===== src/rtl/calendar_counter.sv =====
// Binary calendar/clock advanced once per clk1sec edge, with a level-held load
// request acknowledged through a two-state handshake and range clamping on load.
module calendar_counter #(
    parameter logic [7:0] RST_YEAR  = 8'd24,
    parameter logic [7:0] RST_MONTH = 8'd1,
    parameter logic [7:0] RST_DAY   = 8'd1
) (
    input  logic        clk1sec,
    input  logic        rst,
    input  logic [47:0] bin_time,
    input  logic        en_time,
    output logic [7:0]  year,
    output logic [7:0]  month,
    output logic [7:0]  day,
    output logic [7:0]  hour,
    output logic [7:0]  minute,
    output logic [7:0]  second,
    output logic        load_ack,
    output logic        day_tick,
    output logic        load_err
);

    // Handshake: en_time and load_ack form a level request/acknowledge pair.
    // A load happens only on the IDLE->ACK transition; load_ack mirrors the
    // FSM state, so it doubles as the state observation point.
    typedef enum logic {
        IDLE = 1'b0,
        ACK  = 1'b1
    } state_t;

    state_t     state_q, state_d;
    logic [7:0] year_q, month_q, day_q, hour_q, minute_q, second_q;
    logic [7:0] year_d, month_d, day_d, hour_d, minute_d, second_d;
    logic       tick_q, tick_d;
    logic       err_q, err_d;
    logic       load;

    logic [7:0] ld_year, ld_month, ld_day, ld_hour, ld_minute, ld_second;
    logic [7:0] ld_dim, cur_dim;
    logic       ld_err;

    function automatic logic [7:0] days_in_month(input logic [7:0] m, input logic [7:0] y);
        logic leap;
        leap = (y[1:0] == 2'b00) && (y != 8'd100) && (y != 8'd200);
        case (m)
            8'd4, 8'd6, 8'd9, 8'd11: days_in_month = 8'd30;
            8'd2:                    days_in_month = leap ? 8'd29 : 8'd28;
            default:                 days_in_month = 8'd31;
        endcase
    endfunction

    // Clamp order matters: the day limit depends on the already-clamped month.
    always_comb begin
        ld_year   = bin_time[47:40];
        ld_month  = bin_time[39:32];
        ld_day    = bin_time[31:24];
        ld_hour   = bin_time[23:16];
        ld_minute = bin_time[15:8];
        ld_second = bin_time[7:0];
        ld_err    = 1'b0;
        if (ld_month == 8'd0) begin
            ld_month = 8'd1;
            ld_err   = 1'b1;
        end else if (ld_month > 8'd12) begin
            ld_month = 8'd12;
            ld_err   = 1'b1;
        end
        ld_dim = days_in_month(ld_month, ld_year);
        if (ld_day == 8'd0) begin
            ld_day = 8'd1;
            ld_err = 1'b1;
        end else if (ld_day > ld_dim) begin
            ld_day = ld_dim;
            ld_err = 1'b1;
        end
        if (ld_hour > 8'd23) begin
            ld_hour = 8'd23;
            ld_err  = 1'b1;
        end
        if (ld_minute > 8'd59) begin
            ld_minute = 8'd59;
            ld_err    = 1'b1;
        end
        if (ld_second > 8'd59) begin
            ld_second = 8'd59;
            ld_err    = 1'b1;
        end
    end

    assign cur_dim = days_in_month(month_q, year_q);

    always_comb begin
        state_d  = state_q;
        year_d   = year_q;
        month_d  = month_q;
        day_d    = day_q;
        hour_d   = hour_q;
        minute_d = minute_q;
        second_d = second_q;
        tick_d   = 1'b0;
        err_d    = err_q;
        load     = 1'b0;

        case (state_q)
            IDLE: begin
                if (en_time) begin
                    load    = 1'b1;
                    state_d = ACK;
                end
            end
            ACK: begin
                if (!en_time) state_d = IDLE;
            end
            default: state_d = IDLE;
        endcase

        if (load) begin
            year_d   = ld_year;
            month_d  = ld_month;
            day_d    = ld_day;
            hour_d   = ld_hour;
            minute_d = ld_minute;
            second_d = ld_second;
            err_d    = ld_err;
        end else if (second_q < 8'd59) begin
            second_d = second_q + 8'd1;
        end else begin
            second_d = 8'd0;
            if (minute_q < 8'd59) begin
                minute_d = minute_q + 8'd1;
            end else begin
                minute_d = 8'd0;
                if (hour_q < 8'd23) begin
                    hour_d = hour_q + 8'd1;
                end else begin
                    hour_d = 8'd0;
                    tick_d = 1'b1;
                    if (day_q < cur_dim) begin
                        day_d = day_q + 8'd1;
                    end else begin
                        day_d = 8'd1;
                        if (month_q < 8'd12) begin
                            month_d = month_q + 8'd1;
                        end else begin
                            month_d = 8'd1;
                            year_d  = year_q + 8'd1;
                        end
                    end
                end
            end
        end
    end

    always_ff @(posedge clk1sec or negedge rst) begin
        if (!rst) begin
            state_q  <= IDLE;
            year_q   <= RST_YEAR;
            month_q  <= RST_MONTH;
            day_q    <= RST_DAY;
            hour_q   <= 8'd0;
            minute_q <= 8'd0;
            second_q <= 8'd0;
            tick_q   <= 1'b0;
            err_q    <= 1'b0;
        end else begin
            state_q  <= state_d;
            year_q   <= year_d;
            month_q  <= month_d;
            day_q    <= day_d;
            hour_q   <= hour_d;
            minute_q <= minute_d;
            second_q <= second_d;
            tick_q   <= tick_d;
            err_q    <= err_d;
        end
    end

    assign year     = year_q;
    assign month    = month_q;
    assign day      = day_q;
    assign hour     = hour_q;
    assign minute   = minute_q;
    assign second   = second_q;
    assign load_ack = (state_q == ACK);
    assign day_tick = tick_q;
    assign load_err = err_q;

endmodule


===== config.mk =====
export PLATFORM = sky130hd
export DESIGN_NAME = calendar_counter
export DESIGN_NICKNAME = d
export VERILOG_FILES = /design/src/rtl/calendar_counter.sv
export SDC_FILE = /design/constraint.sdc
export NUM_CORES = 1
export LEC_CHECK = 0
export ABC_AREA = 1
export BUFFER_PORTS_ARGS = -buffer_cell sky130_fd_sc_hd__buf_2
export CAP_MARGIN = 10
export CORE_UTILIZATION = 47
export CTS_CLUSTER_DIAMETER = 150
export DETAILED_ROUTE_END_ITERATION = 12
export PLACE_DENSITY = 0.77
export SYNTH_ARGS = -nofsm -noshare
export SYNTH_HDL_FRONTEND = slang
export SYNTH_SLANG_ARGS = --single-unit

===== constraint.sdc =====
create_clock -name clk1sec -period 1.8 [get_ports clk1sec]
set_input_delay 0.36 -clock clk1sec [delete_from_list [all_inputs] [get_ports clk1sec]]
set_output_delay 0.36 -clock clk1sec [all_outputs]
set_load 0.005 [all_outputs]

==> summary.txt <==
Global route
  • GRT Total Usage: 0.2727
  • Pin count of the biggest net entering global routing: 24
  • Grt ovf: 0
  • First-pass GRT wire length: 15620 µm
  • Number of global-route vias before repair: approximately 3.5k
  • Initial antenna violation count: 0

Worst setup path
  • Worst-path cell chain: buf_6 > inv_2 > nand2_2 > nor3_4 > buf_4 > nand3_2 > nand2_2 > nand2_2 > and2_4 > ha_4 > a21oi_2 > nand2_1 > nand3b_1 > buf_4 > buf_6 > a21oi_2 > nor2_1 > a21boi_1
  • Crit path top cell by count: nand2_2
  • Worst path max stage delay: 330 ps
  • Worst Setup Path Type: in -> reg
  • Worst endpoint required time: between 2000 and 2500 ps
  • WP data arrival: 2590 ps
  • CP Launch Type: primary input
  • Crit-path max FO: 6
  • Crit path buf inv count: 5
  • Slowest stage cell, crit path: nor3_4
  • Critical path's top delay family: simple AND/OR/NAND/NOR gates
  • CP Capture Type: flop

Yosys
  • Mapped Area: 3237 µm²
  • FF+latch count, synth: 51
  • Sequential share of the synthesized area: 0.3958
  • Synthesized instance count: between 400 and 500
  • Avg Inst Size Synth: 7.545 µm²
  • Ys flop type: dfrtp_1
  • Yosys warning count: 0
  • Post-synth EDFFs: 0
  • Unique masters post-synth: 43
  • Share of flip-flops with an asynchronous set or reset: 1.000

STA
  • Worst-Margin Slew: 672.6 ps
  • Post-route clock period utilization: 1.303
  • F_max: ~430 MHz
  • Minimum clock period: 2345 ps
  • Final WS setup: -544.9 ps
  • Final hold vios: 0
  • Slew headroom: 0.5474
  • RSZ-0062 raised after global routing: yes
  • Final setup viols: 21
  • Worst Skew: 23.96 ps
  • Final Max Slew Viols: 0

Drt
  • Post-Route WL: 11190 µm
  • Antenna Violating Nets Remaining: 0
  • Drt wl/cell: 16.09 µm
  • TritonRoute pass-1 iters: 4
  • Via/cell ratio: 5.501
  • # DRC: 0
  • DR iter-0 viols: ~230
  • Vias: approximately 3.8k

Placement
  • Final RePlAce weighted congestion: 0.8669
  • Final HPWL DP: between 6000 and 7000 µm
  • PortBufs: between 100 and 150
  • Placed cells: 649

Clock network
  • Clock sink count: 51
  • # H-tree levels: 2
  • Clock Tree Root: clkbuf_8
  • CTS tree: done
  • Num CTS Buffers: 5
  • Reg clk slew, reported paths: 110 ps
  • Cts hold-fix bufs: 0
  • Clk buf depth: 2
  • Skew-Pair Late Insertion Delay: roughly 320 ps

Outcome
  • Status: finished with violations
  • Failing checks: negative setup slack

Finish
  • Post-route non-filler standard cell count: roughly 700
  • Register area: 1282 µm²
  • Nets: 681
  • Fillers: approximately 440
  • Syn-to-layout area delta: 53.61%
  • Footprint of the multi-input gates: 2058 µm²
  • Diode count: 0
  • Share of layout cells above drive strength 1: 0.4595

Power
  • Total power: 5.717 mW
  • Leak: 2.546 nW
  • Max VDD drop: 0.0006182 V
  • Pwr/cell area: about 1100 nW/µm²

Floorplan
  • Core box area: 6495 µm²
  • Die H: 84.99 µm
  • Num ports: 102
  • Die footprint: 7222 µm²
  • # rows: 29
  • Initial Util: 0.4984
  • Die width: 84.99 µm

Hold path
  • Worst hold path type: in -> async

Flow run
  • Max-cap violations: 0
-- sequential cells by signal (all words and copies together) (netlist names) --
signal and flops:
day 8, day_tick 1, hour 8, load_ack 1
load_err 1, minute 8, month 8, second 8
year 8
-- per-layer routing --
| layer | wire length (µm) | vias up | GRT usage |
|---|---|---|---|
| met3 | 716 | 36 | 0.05253 |
| li1 | - | 1792 | - |
| met2 | 5620 | 176 | 0.4655 |
| met5 | 0 | - | 0 |
| met1 | 4465 | 1819 | 0.3369 |
| met4 | 383 | 0 | 0.1186 |
-- Yosys cell counts (5+ instances only) --
| library cell | instances | area [µm²] |
|---|---|---|
| nor2_1 | 46 | 172.7 |
| a21boi_0 | 5 | 37.54 |
| nor3_1 | 5 | 25.02 |
| nand2_1 | 101 | 379.1 |
| xor2_1 | 7 | 61.31 |
| ha_1 | 13 | 162.7 |
| dfrtp_1 | 47 | 1176 |
| nand3_1 | 35 | 175.2 |
| inv_1 | 46 | 172.7 |
| a21oi_1 | 9 | 45.04 |
| o21ai_0 | 38 | 190.2 |
| a31oi_1 | 5 | 31.28 |
| nand4_1 | 13 | 81.33 |
-- cell usage in the layout, fill, tap and decap left out, drive strengths merged --
cell type	count
clkbuf	6
and2	1
o22a	1
xnor2	3
a22oi	1
dfrtp	47
nand2	108
buf	188
a21boi	9
a22o	1
conb	2
or2	5
a21oi	9
nand3b	3
nand3	36
nor2	49
clkinvlp	2
a41oi	1
o21ai	39
o21bai	3
o22ai	2
nor4	4
nor3	6
inv	48
ha	13
a31oi	5
dfstp	4
o311ai	1
xor2	7
clkinv	1
nand4	13
-- worst paths after layout --
kind	from	slack (ps)	depth (start not counted)	end
setup / recovery	bin_time[39]	-540	18	day[1]
hold / removal	rst	30	1	year[5]
setup reg to reg	month[5]	-250	13	year[1]
hold reg to reg	year[4]	490	2	year[4]
max in group asynchronous	rst	1220	2	month[1]
min in group clk1sec	en_time	180	1	load_ack
-- layout make-up --
type / instances / share of cell area
well taps: 77 / 0.01938
multi-input cells: 322 / 0.4139
clock inverters: 2 / 0.002516
repair inverters: 1 / 0.001258
inverters: 48 / 0.03900
repair buffers: 188 / 0.2514
flip-flops and latches: 51 / 0.2579
clock buffers: 6 / 0.01459
-- cell families after synthesis --
logic type,count (synthesis),share of synthesized area
XOR/XNOR,10,0.02706
other,1,0.001159
buffers and inverters,58,0.07692
AO/OA/AOI/OAI,72,0.1299
flip-flops,51,0.3958
AND/OR/NAND/NOR,224,0.3189
adder cells (fa/ha/maj),13,0.05025
-- report_power, final --
group / switching [mW] / internal (mW)
clock network: 0.393 / 0.273
logic: 1.70 / 1.51
registers: 0.364 / 1.48
-- metrics by stage --
| stage | util | TNS (ps) | area, µm² | worst slack (ps) | hold slack, ps |
|---|---|---|---|---|---|
| after floorplan | - | -1867 | 3294 | -384.2 | 64.41 |
| after global placement | 0.6521 | -3613 | 4235 | -606.5 | 374.4 |
| after detailed placement | 0.6521 | -4949 | 4235 | -741.8 | 374.5 |
| after CTS | 0.7095 | -1712 | 4608 | -279.5 | 48.52 |
| after global routing | 0.7656 | -6944 | 4972 | -637.1 | 45.22 |
| final | 0.7656 | -4663 | 4972 | -544.9 | 26.13 |
-- timing repair --
action | 4_1_cts | 5_1_grt
endpoints found under the setup margin | 23 | 30
endpoints found under the hold margin | 0 | 0
resized for setup | 31 | 67
cloned | 1 | 1
setup buffers | 22 | 17
pin swaps | 18 | 46
No activity file was read; power rests on OpenSTA's default activity.
